==> config.mk <==
export PLATFORM = sky130hd
export DESIGN_NAME = complex_stream_packer
export DESIGN_NICKNAME = d
export VERILOG_FILES = /design/src/rtl/complex_stream_packer.sv
export SDC_FILE = /design/constraint.sdc
export NUM_CORES = 1
export LEC_CHECK = 0
export CORE_ASPECT_RATIO = 1.2
export CORE_MARGIN = 3
export CORE_UTILIZATION = 30
export DETAILED_ROUTE_END_ITERATION = 16
export GPL_TIMING_DRIVEN = 0
export PLACE_DENSITY = 0.47
export SKIP_LAST_GASP = 1
export SLEW_MARGIN = 20
export SYNTH_ARGS = -nofsm -noshare
export SYNTH_HDL_FRONTEND = slang
export SYNTH_SLANG_ARGS = --single-unit
export TNS_END_PERCENT = 5
==> constraint.sdc <==
create_clock -name aclk -period 6.3 [get_ports aclk]
set_input_delay 1.26 -clock aclk [delete_from_list [all_inputs] [get_ports aclk]]
set_output_delay 1.26 -clock aclk [all_outputs]
set_load 0.005 [all_outputs]
==> src/rtl/complex_stream_packer.sv <==
// rtl/complex_stream_packer.sv - packs signed re/im samples into {im,re} words behind a FIFO on a valid/ready stream
// Optional macro PACKER_ABS_EN: store |re|,|im| (saturating) after one extra input register stage.
module complex_stream_packer #(
  parameter int FIFO_DEPTH = 16,
  parameter int FRAME_LEN  = 1024
) (
  input  logic        aclk,
  input  logic        aresetn,
  input  logic        s_i_valid,
  input  logic [15:0] s_i_re,
  input  logic [15:0] s_i_im,
  output logic        s_o_ready,
  output logic        m_o_data_valid,
  input  logic        m_i_data_ready,
  output logic [31:0] m_o_data,
  output logic        m_o_last,
  output logic [15:0] o_frame_count,
  output logic        o_overflow
);

  localparam int AW = $clog2(FIFO_DEPTH);
  localparam int IW = $clog2(FRAME_LEN);
  localparam logic [AW:0]   DEPTH_C  = (AW+1)'(FIFO_DEPTH);
  localparam logic [AW:0]   ONE_C    = (AW+1)'(1);
  localparam logic [IW-1:0] LAST_IDX = IW'(FRAME_LEN - 1);

  logic          beat;
  logic [15:0]   beat_re;
  logic [15:0]   beat_im;

`ifdef PACKER_ABS_EN
  logic          beat_q;
  logic [15:0]   re_q;
  logic [15:0]   im_q;

  function automatic logic [15:0] abs16(input logic [15:0] v);
    if (v == 16'h8000)
      return 16'h7FFF;
    else if (v[15])
      return ~v + 16'd1;
    else
      return v;
  endfunction

  // Input register stage: all store/drop/index decisions see the registered beat
  always_ff @(posedge aclk) begin
    if (!aresetn) begin
      beat_q <= 1'b0;
      re_q   <= 16'd0;
      im_q   <= 16'd0;
    end else begin
      beat_q <= s_i_valid;
      re_q   <= abs16(s_i_re);
      im_q   <= abs16(s_i_im);
    end
  end

  assign beat    = beat_q;
  assign beat_re = re_q;
  assign beat_im = im_q;
`else
  assign beat    = s_i_valid;
  assign beat_re = s_i_re;
  assign beat_im = s_i_im;
`endif

  logic [32:0]   mem [FIFO_DEPTH];
  logic [AW-1:0] wr_ptr;
  logic [AW-1:0] rd_ptr;
  logic [AW-1:0] rd_ptr_next;
  logic [AW:0]   count;
  logic [IW-1:0] idx;
  logic          push;
  logic          pop;
  logic          last_bit;

  // Occupancy includes the word currently presented on the output registers
  assign s_o_ready   = (count < DEPTH_C);
  assign push        = beat && s_o_ready;
  assign pop         = m_o_data_valid && m_i_data_ready;
  assign last_bit    = (idx == LAST_IDX);
  assign rd_ptr_next = rd_ptr + AW'(1);

  // Storage array: written only on an accepted beat, contents need no reset
  always_ff @(posedge aclk) begin
    if (push)
      mem[wr_ptr] <= {last_bit, beat_im, beat_re};
  end

  // Control: pointers, occupancy, frame index, sticky overflow, output registers, frame counter
  always_ff @(posedge aclk) begin
    if (!aresetn) begin
      wr_ptr         <= '0;
      rd_ptr         <= '0;
      count          <= '0;
      idx            <= '0;
      o_overflow     <= 1'b0;
      o_frame_count  <= 16'd0;
      m_o_data_valid <= 1'b0;
      m_o_data       <= 32'd0;
      m_o_last       <= 1'b0;
    end else begin
      // Index advances on every beat, stored or dropped, so frame alignment survives drops
      if (beat)
        idx <= last_bit ? '0 : idx + IW'(1);
      if (beat && !s_o_ready)
        o_overflow <= 1'b1;
      if (push)
        wr_ptr <= wr_ptr + AW'(1);
      if (pop)
        rd_ptr <= rd_ptr_next;
      case ({push, pop})
        2'b10:   count <= count + ONE_C;
        2'b01:   count <= count - ONE_C;
        default: count <= count;
      endcase
      if (pop && m_o_last)
        o_frame_count <= o_frame_count + 16'd1;
      // Head view lags the store by one edge; entries pushed this edge are not yet eligible
      if (pop) begin
        m_o_data_valid <= (count > ONE_C);
        if (count > ONE_C)
          {m_o_last, m_o_data} <= mem[rd_ptr_next];
      end else begin
        m_o_data_valid <= (count != '0);
        if (count != '0)
          {m_o_last, m_o_data} <= mem[rd_ptr];
      end
    end
  end

endmodule

==> results.yml <==
clock_tree:
  cts_root_buf: "clkbuf_16"
  clkSinkCount: 606
  hold_buffers: 0
  worstSkewPairLatency_ps: 620
  ctsResizeCount: 0
  cts_tree: "done"
  numCtsBuffers: 67
  cts_buffer_depth: 3
  h-tree-depth: 3
  cts_setup_buffers: 0
  clk_pin_slew_worst_paths_ps: 60
floorplanning:
  io-pin-count: 88
  die_x_um: 280
  start_util_pct: 30.3
  fp-row-count: 120
  dieArea_um2: 93900
  die_h_um: 335
  core-area_um2: 89300
yosys:
  seq_area_frac_synth_pct: 64.3
  synth_top_area_share_pct: 58.6
  syn-cell-area_um2: 27100
  synth_area_leaders: "edfxtp_1 (59%), mux4_2 (19%), dfxtp_1 (5.8%)"
  netlist_instances: 1587
  ys_seq_elements: 606
  async_flop_share_pct: 0
  synth_nets: 1634
  synth_flop_cell: "edfxtp_1"
  avgSynthCellArea_um2: 17.1
  synth_top_cell_by_area: "edfxtp_1"
  synth_cell_types: 43
  synth_edf_count: 528
  yosysWarnings: 0
run_status:
  status: "finished, final reports clean"
hold_path:
  holdPathStages: 2
  min_to: "o_overflow"
  hp-start: "o_overflow"
  hold_class: "reg -> reg"
routing:
  wl_per_cell_um: 27.7
  routed_wl_um: 83100
  post-route-drc-count: 0
  post_drt_via_cell_ratio: 5.42
  vias: 16300
  dr.pass1.iters: 6
  drtIter0Drc: 1306
  ant_nets: 0
critical_path:
  r2r_start: "count[4]"
  startpoint: "aresetn"
  worst-setup-path-type: "in -> reg"
  crit_fanout: 10
  path_buf_inv: 3
  worstPathRequired_ps: 6850
  crit_chain: "clkdlybuf4s50_1, clkinv_1, nor2_1, clkbuf_1, a32o_1"
  cp_slowest_cell: "nor2_1"
  cp.arrival_ps: 4170
  reg2reg_depth: 7
  critical_path.top_delay_family: "buffers and inverters"
  cp-end-kind: "flip-flop"
  cp-start-kind: "input port"
  critPathMaxStageDelay_ps: 820
  r2r_end: "mem[1][4]"
  rrSetupSlack_ps: 3420
sta:
  fin_crit_sh_pct: 57.4
  setup_ws_ps: 2680
  finalSetupViolCount: 0
  tns_ps: 0
  fmaxAchievable_mhz: 276
  hold_viol_final: 0
  rsz0062_at_grt: "no"
  fin_skew_ps: 19.7
  max_slew_margin_pct: 26.4
  tightestPinTransition_ps: 1100
  fin_crit_ps: 3620
  maxSlewViolCount: 0
cells_and_area:
  syn_to_final_growth_pct: 19.2
  diodes: 0
  layout_common_cells: "edfxtp_1 (528), mux4_2 (232), nand2_1 (189), clkdlybuf4s50_1 (86), clkbuf_1 (83)"
  final_common_cell: "edfxtp_1"
  final_layout_size_suffix_gt1_share_pct: 23.6
  fin_nets: 1834
  nFillCells: 8304
placed_design:
  dp_hpwl_um: 57700
  globalplace.congestion: 0.771
  pre_cts_ws_ps: 2100
  port_buffers: 86
grt:
  grt_pass1_vias: 17300
  gr-total-overflow: 0
  antenna_found_initial: 0
  grt_pass1_wl_um: 121000
  grt_use_total_pct: 17.7
  grt_start_max_net_pins: 19
power_and_ir_drop:
  ir_drop_v: 0.000165
  p_per_area_nw_per_um2: 320
  p_leak_nw: 9.93
run:
  max_cap_violations: 0
## worst max path at each step
stage	end	depth (start not counted)
after floorplan	mem[3][0]	5
after global placement	mem[2][10]	5
after detailed placement	m_o_data[5]	5
after CTS	mem[1][4]	8
after global routing	mem[1][4]	8
final	m_o_data[27]	5
## layout make-up
cell class	instances	area, um2	share of cell area (%)
timing repair buffer	131	1590	4.91
multi-input combinational	853	9160	28.4
inverter	12	45.0	0.140
buffer	116	556	1.72
clock inverter	24	184	0.570
sequential	606	17400	54.0
clock buffer	99	1870	5.79
tap	1159	1450	4.49
## cells in the mapped netlist, drive strengths merged, types with 8 or more instances
cell and instances:
nand2 189, buf 59, mux2i 65, a32o 32
clkbuf 57, a22oi 33, inv 11, a31oi 34
nand4 8, o221ai 32, edfxtp 528, xnor2 10
a21oi 43, nand3 44, nor2 50, ha 11
mux4 232, dfxtp 78, xor2 21
## cell families after synthesis
family	count (synthesis)	share of synthesized area (%)
flip-flops	606	64.3
AND/OR/NAND/NOR	328	5.22
multiplexers	297	21.7
AO/OA/AOI/OAI	186	5.00
buffers and inverters	128	2.22
XOR/XNOR	31	1.00
adder cells (fa/ha/maj)	11	0.508
## registers in the layout, summed over array words and instances (netlist names), named ones only
register,flops
rd_ptr,4
m_o_data,32
idx,10
m_o_data_valid,1
m_o_last,1
o_frame_count,16
count,5
o_overflow,1
wr_ptr,4
mem,528
## stage by stage
| stage | total power, W | instances | instance area (um2) | utilization, % | hold WS, ps |
|---|---|---|---|---|---|
| 2_1_floorplan | 0.00587 | 1587 | 27100 | - | 459 |
| 3_3_place_gp | 0.00668 | 2832 | 29400 | 32.9 | 447 |
| 3_5_place_dp | 0.00670 | 2877 | 30200 | 33.8 | 476 |
| 4_1_cts | 0.0105 | 3000 | 32300 | 36.1 | 489 |
| 5_1_grt | 0.0108 | 3000 | 32300 | 36.1 | 514 |
| 6_report | 0.0103 | 3000 | 32300 | 36.1 | 481 |
## layer usage
layer	vias to the layer above	wire [um]	global-route usage, %
li1	6905	-	-
met5	-	0	0
met2	463	42500	30.7
met3	113	4170	2.82
met4	0	1700	4.55
met1	8782	34700	23.3
## where the power goes
part	switching [W]	internal, W
clock network	0.00162	0.00211
registers	0.000118	0.00451
logic	0.00104	0.000919
## worst register-to-register path, stage by stage, from the launching register on
cell and delay [ps]:
dfxtp_1 350, nor2b_1 140, clkbuf_1 340, nand2_1 330, nor3_2 700, buf_4 300
buf_4 200, buf_4 210
Note: power is estimated with default switching activity, not from simulation.
